[src/rtl/core_mem_arbiter_pkg.sv]
// core_mem_arbiter_pkg: shared state type and constants for the core memory arbiter
package core_mem_arbiter_pkg;
   typedef enum logic [1:0] {IDLE, GRANT_INSTR, GRANT_DATA} ArbState_t;
   localparam int DEFAULT_MAX_DATA_BURST = 4;
   localparam logic [1:0] INSTR_BYTESEL = 2'b11;
   localparam logic INSTR_WR_EN = 1'b0;
endpackage

[src/rtl/core_mem_arbiter.sv]
// core_mem_arbiter: arbitrates instruction fetch and data ports onto one shared memory/IO bus
module core_mem_arbiter
   import core_mem_arbiter_pkg::*;
#(
   parameter int MAX_DATA_BURST = DEFAULT_MAX_DATA_BURST
) (
   input  logic        clk,
   input  logic        reset,
   input  logic [19:1] instr_m_addr,
   input  logic        instr_m_access,
   output logic        instr_m_ack,
   output logic [15:0] instr_m_data_in,
   input  logic [19:1] data_m_addr,
   input  logic [15:0] data_m_data_out,
   input  logic        data_m_access,
   input  logic        data_m_wr_en,
   input  logic [1:0]  data_m_bytesel,
   input  logic        d_io,
   output logic        data_m_ack,
   output logic [15:0] data_m_data_in,
   output logic [19:1] q_m_addr,
   output logic [15:0] q_m_data_out,
   output logic        q_m_access,
   output logic        q_m_wr_en,
   output logic [1:0]  q_m_bytesel,
   output logic        q_io,
   input  logic [15:0] q_m_data_in,
   input  logic        q_m_ack
);
   localparam logic [3:0] BURST_MAX = 4'(MAX_DATA_BURST);
   ArbState_t   r_state;
   logic [3:0]  r_burst_cnt;
   logic [15:0] r_instr_grants;
   logic [15:0] r_data_grants;
   logic        w_gi;
   logic        w_gd;
   logic        w_burst_full;
   logic        w_instr_due;
   assign w_gi         = r_state == GRANT_INSTR;
   assign w_gd         = r_state == GRANT_DATA;
   assign w_burst_full = r_burst_cnt == BURST_MAX;
   assign w_instr_due  = instr_m_access && w_burst_full;
   // Data wins unless the waiting fetch has already seen a full burst of data grants.
   always_ff @(posedge clk or posedge reset) begin
      if (reset) begin
         r_state        <= IDLE;
         r_burst_cnt    <= '0;
         r_instr_grants <= '0;
         r_data_grants  <= '0;
      end else begin
         case (r_state)
            IDLE: begin
               if (data_m_access && !w_instr_due) begin
                  r_state       <= GRANT_DATA;
                  r_data_grants <= r_data_grants + 16'd1;
                  r_burst_cnt   <= !instr_m_access ? 4'd0 : w_burst_full ? r_burst_cnt : r_burst_cnt + 4'd1;
               end else if (instr_m_access) begin
                  r_state        <= GRANT_INSTR;
                  r_instr_grants <= r_instr_grants + 16'd1;
                  r_burst_cnt    <= '0;
               end else begin
                  r_burst_cnt <= '0;
               end
            end
            default: if (q_m_ack) r_state <= IDLE;
         endcase
      end
   end
   assign q_m_access      = w_gi ? instr_m_access : w_gd & data_m_access;
   assign q_m_addr        = w_gi ? instr_m_addr : w_gd ? data_m_addr : '0;
   assign q_m_data_out    = w_gd ? data_m_data_out : '0;
   assign q_m_wr_en       = w_gi ? INSTR_WR_EN : w_gd & data_m_wr_en;
   assign q_m_bytesel     = w_gi ? INSTR_BYTESEL : w_gd ? data_m_bytesel : 2'b00;
   assign q_io            = w_gd & d_io;
   assign instr_m_ack     = w_gi & q_m_ack;
   assign data_m_ack      = w_gd & q_m_ack;
   assign instr_m_data_in = instr_m_ack ? q_m_data_in : '0;
   assign data_m_data_in  = data_m_ack ? q_m_data_in : '0;
endmodule

[config.mk]
export PLATFORM = sky130hd
export DESIGN_NAME = core_mem_arbiter
export DESIGN_NICKNAME = d
export VERILOG_FILES = /design/src/rtl/core_mem_arbiter_pkg.sv /design/src/rtl/core_mem_arbiter.sv
export SDC_FILE = /design/constraint.sdc
export NUM_CORES = 1
export LEC_CHECK = 0
export CORE_ASPECT_RATIO = 1.4
export CORE_UTILIZATION = 24
export CTS_CLUSTER_DIAMETER = 30
export DETAILED_ROUTE_END_ITERATION = 12
export MAX_ROUTING_LAYER = met4
export PLACE_DENSITY = 0.92
export SLEW_MARGIN = 20
export SYNTH_ARGS = -nofsm -noshare
export SYNTH_HDL_FRONTEND = slang
export SYNTH_SLANG_ARGS = --single-unit
[constraint.sdc]
create_clock -name clk -period 2.7 [get_ports clk]
set_input_delay 0.81 -clock clk [delete_from_list [all_inputs] [get_ports clk]]
set_output_delay 0.81 -clock clk [all_outputs]
set_load 0.02 [all_outputs]
=== Word-level counts from Yosys, hierarchy flattened ===
Cells that the tools add are included.

* $add $sub $neg: 1
* Equality and inequality tests: 5
* Mux-type cells: 16
* Bitwise logic cells: 5
* Reduce and logical (&&, ||, !) cells: 7

{| class="wikitable"
|+ Operators by type and width
! operator !! count
|-
| 16-bit two-way mux || 3
|-
| 19-bit two-way mux || 2
|-
| 2-bit two-way mux || 6
|-
| 4-bit two-way mux || 3
|-
| 3-bit != test, second input constant || 2
|-
| 1-bit AND || 5
|-
| 4-bit by 1-bit adder with 4-bit output, second input constant || 1
|-
| 4-bit by 3-bit == test with 1-bit output, second input constant || 1
|-
| 2-bit AND reduction || 2
|-
| 2-bit by 1-bit == test with 1-bit output, second input constant || 1
|-
| 2-bit == test, second input constant || 1
|-
| 1-bit logical AND || 2
|-
| 2-bit zero test || 1
|-
| 1-bit two-way mux || 2
|-
| 2-bit nonzero test || 1
|-
| 1-bit zero test || 1
|}

* Register bits after elaboration: 6
* Input port bits: 79
* Output and inout bits: 74
* Logic and storage cells: 36

=== Longest topological paths before layout ===
Gate-level depths: netlist of run 1.

* Word-level depth: 6
* Mapped depth: 5
* Depth with buffers taken out: 5

=== Worst setup path after synthesis of run 1 ===
Ideal clock, no wire load.

* Kind: input to output
* Start: input q_m_ack
* End: output instr_m_data_in[10]
* Arrival: 1.288 ns
* Required time: 1.890 ns
* Slack: 0.602 ns
* Stages: 2
* Cell sequence: clkbuf_1 > and3_1

* Longest elaborated chain between the ends: 2

{| class="wikitable"
|+ RTL lines
! element !! line !! text
|-
| from (decl) || core_mem_arbiter.sv:28 || <nowiki>input logic q_m_ack</nowiki>
|-
| 1-bit AND || core_mem_arbiter.sv:75 || <nowiki>assign instr_m_ack = w_gi & q_m_ack;</nowiki>
|-
| 16-bit two-way mux || core_mem_arbiter.sv:77 || <nowiki>assign instr_m_data_in = instr_m_ack ? q_m_data_in : '0;</nowiki>
|-
| to (decl) || core_mem_arbiter.sv:12 || <nowiki>output logic [15:0] instr_m_data_in,</nowiki>
|}

Every way passes these cells.

=== Worst setup path in the final report of run 1 ===
* Start: input q_m_data_in[12]
* End: output data_m_data_in[12]

* Longest elaborated chain between the ends: 1

{| class="wikitable"
|+ RTL lines
! element !! line !! text
|-
| from (decl) || core_mem_arbiter.sv:27 || <nowiki>input logic [15:0] q_m_data_in,</nowiki>
|-
| 16-bit two-way mux || core_mem_arbiter.sv:78 || <nowiki>assign data_m_data_in = data_m_ack ? q_m_data_in : '0;</nowiki>
|-
| to (decl) || core_mem_arbiter.sv:20 || <nowiki>output logic [15:0] data_m_data_in,</nowiki>
|}

Every way passes these cells.

==> results of run 1 <==
-- worst paths after layout --
path                                                  from                    endpoint  depth (start not counted)
worst max-delay path                       q_m_data_in[12]          data_m_data_in[12]                          3
worst min-delay path            r_burst_cnt[3]$_DFFE_PP0P_  r_burst_cnt[3]$_DFFE_PP0P_                          2
worst max register to register  r_burst_cnt[0]$_DFFE_PP0P_  r_burst_cnt[2]$_DFFE_PP0P_                          5
worst min register to register  r_burst_cnt[3]$_DFFE_PP0P_  r_burst_cnt[3]$_DFFE_PP0P_                          2
max in group asynchronous                            reset  r_burst_cnt[3]$_DFFE_PP0P_                          2
min in group asynchronous                            reset  r_burst_cnt[2]$_DFFE_PP0P_                          2
-- through the flow --
step           util (%)  setup TNS (ns)  setup slack, ns
2_1_floorplan         -               0            0.602
4_1_cts            67.9               0           0.0133
3_5_place_dp       69.2          -16.61           -0.410
6_report           67.8               0           0.0848
5_1_grt            67.8               0           0.0516
3_3_place_gp       69.2          -15.49           -0.359
-- synthesized netlist by cell type --
| master | n |
|---|---|
| o311ai_0 | 1 |
| and2_1 | 20 |
| buf_6 | 4 |
| ha_1 | 2 |
| o21ai_0 | 3 |
| or2_2 | 1 |
| a21o_1 | 2 |
| nand4b_1 | 1 |
| mux2i_1 | 2 |
| nand3_1 | 2 |
| o22ai_1 | 2 |
| dfrtp_1 | 6 |
| nand3b_1 | 1 |
| a22o_1 | 20 |
| and3_1 | 32 |
| buf_4 | 3 |
| nor2b_1 | 1 |
| nor3_1 | 1 |
| inv_1 | 5 |
| nor2_1 | 2 |
| a211o_1 | 1 |
| nand2_1 | 6 |
| nor2_2 | 1 |
| buf_2 | 3 |
| inv_2 | 1 |
| clkbuf_1 | 3 |
-- cell families (layout without fill, tap and decap cells) --
group | after synthesis | in the layout
and+or+nand+nor | 68 | 68
AOI/OAI and AO/OA | 29 | 29
buffers and inverters | 19 | 171
DFF | 6 | 6
adders and majority gates | 2 | 2
muxes | 2 | 2
-- what timing repair did --
item / CTS / global route
gates cloned: 0 / 0
gates resized for setup: 79 / 1
buffers inserted: 0 / 0
endpoints found under the setup margin: 74 / 1
-- metal layers --
metal	wire length, um	up-vias	share of wire (%)
met5	0	-	0
met4	62	0	1.3
met3	318	7	6.9
met2	2550	85	55
met1	1690	719	37
li1	-	764	-
-- flip-flops by register name (all words and copies together) (netlist names) --
register,count
r_state,2
r_burst_cnt,4
-- power by group through the flow --
stage	Combinational, mW	Clock (mW)	Sequential, mW
after detailed placement	1.14	0	0.133
after floorplan	0.585	0	0.129
final	0.998	0.140	0.132
after global routing	1.08	0.148	0.135
after global placement	1.12	0	0.132
after CTS	1.01	0.141	0.132
-- layout make-up --
class                      count  area (um^2)  area share, %
multi-input combinational    101          693           27.6
inverter                       6         22.5          0.896
clock buffer                   3         41.3           1.64
tap                           42         52.6           2.09
timing repair buffer         162         1560           61.8
sequential                     6          150           5.97
-- worst min-delay path: cells and delay by family, from the launching register on --
family | cells | cell delay, ns
compound gates | 1 | 0.06
simple gates | 1 | 0.05
flops | 1 | 0.37
==> results.py, run 1 <==
metrics = {
    "worst_setup_path": {
        "cp.arrival_ns": 1.81,
        "crit_type": "in2out",
        "crit_chain": "clkdlybuf4s50_1 -> and3_1 -> dlygate4sd2_1",
        "start_kind": "input pin",
        "crit_fanout": 2,
        "crit_required_ns": 1.89,
        "slowest_stage": "clkdlybuf4s50_1",
        "critPathCaptureType": "primary output",
        "cp_slowest_stage_delay_ns": 0.50,
        "cpLargestDelayFamily": "buffers and inverters",
        "path_buf_inv": 2,
        "rrSetupSlack_ns": 1.31,
    },
    "floorplan": {
        "dieArea_um2": 4230,
        "die_y_um": 76.5,
        "row_count": 26,
        "die_x_um": 55.2,
        "initial_core_util_pct": 25.7,
        "ios": 153,
        "coreArea_um2": 3710,
    },
    "sta": {
        "rsz0062_at_grt": "no",
        "fin_crit_ns": 2.62,
        "final_hold_viol_count": 0,
        "min_period_over_period_pct": 96.9,
        "clock.fmax_mhz": 382,
        "hold_ws_ns": 0.523,
        "setup_viol": 0,
        "finalMaxSlewViolations": 0,
        "max_slew_margin_pct": 79.3,
        "tightest_slew_ns": 0.307,
        "fin_skew_ns": 0.00277,
    },
    "global_routing": {
        "grt-ovfl-total": 0,
        "grt_pass1_vias": 1587,
        "grt_util_all_layers_pct": 22.3,
        "grt_pass1_wl_mm": 7.50,
        "use_met1_pct": 22.2,
        "busiest_layer": "met2",
        "grt_max_degree": 34,
        "grtUsageMet3_pct": 4.58,
        "antenna_found_initial": 0,
        "use_met2_pct": 42.8,
    },
    "synth": {
        "synth_seq_cells": 6,
        "muxShareOfSynthArea_pct": 2.10,
        "synth_top_area_cell": "and3_1",
        "synth_compound_area_share_pct": 24.7,
        "syn_area_um2": 952,
        "synth-adder-area-share_pct": 2.63,
        "synth.top_cell.area_share_pct": 21.0,
        "syn-num-nets": 207,
        "synth_top_family_by_area": "simple AND/OR/NAND/NOR gates",
        "avgSynthCellArea_um2": 7.56,
        "seq_area_frac_synth_pct": 15.8,
        "synth_simple_gate_area_share_pct": 42.6,
        "synth_xor_area_share_pct": 0,
        "synth_cells": 126,
        "ys_types": 26,
        "synth_area_leaders": "and3_1 (21%), a22o_1 (18%), dfrtp_1 (16%), and2_1 (13%), buf_6 (4.7%)",
        "ys_warn_count": 0,
    },
    "cts": {
        "cts_buffers": 3,
        "htree_levels": 1,
        "cts_root_buf": "clkbuf_8",
        "clock_sinks": 6,
        "clk_pin_slew_worst_paths_ns": 0.04,
        "cts_tree": "built",
        "clock_latency_ns": 0.23,
        "clockBufferDepth": 2,
        "holdBufCountCts": 0,
    },
    "placed_design": {
        "port_buffers": 152,
        "dp_hpwl_mm": 3.72,
        "place.gp.congestion": 0.855,
        "dp.cells": 317,
        "placed_area_um2": 2560,
    },
    "route": {
        "wirelength_mm": 4.62,
        "vias": 1575,
        "drt_iter0_drc": 38,
        "via_per_inst": 4.92,
        "drc": 0,
        "wire_per_inst_um": 14.4,
        "ant_nets": 0,
        "first_pass_iters": 4,
    },
    "pwr": {
        "p_int_mw": 0.675,
        "powerDensity_nw_per_um2": 505,
        "p_total_mw": 1.27,
        "power_leakage_nw": 1.44,
        "p_sw_share_pct": 46.8,
        "power.switching_mw": 0.595,
        "p_clk_share_pct": 11.0,
        "combPwrFrac_pct": 78.6,
        "ir_worst_vdd_v": 0.000335,
        "pwr-share-seq_pct": 10.4,
    },
    "run": {
        "drv_cap": 0,
    },
    "final_layout": {
        "nNetsFinal": 361,
        "finalNonFillerCells": 320,
        "antenna_cells": 0,
        "n_fill_cell": 373,
        "stdcell_area_um2": 2510,
        "layout_common_cells": "clkdlybuf4s50_1 (77), dlygate4sd2_1 (73), and3_1 (32)",
        "layout-drive-gt1-share_pct": 6.83,
        "area_delta_synth_final_pct": 164,
        "mostFrequentLayoutCell": "clkdlybuf4s50_1",
    },
    "worst_hold_path": {
        "hp-class": "reg2reg",
    },
    "outcome": {
        "status": "complete, no violations",
    },
}
Power figures use the tool's default switching activity.
==> inputs of run 2 (changes only) <==
- ABC_CLOCK_PERIOD_IN_PS: unset -> 2700
==> results of run 2 <==
The final DEF is identical to that of run 1; final timing and power are the same.
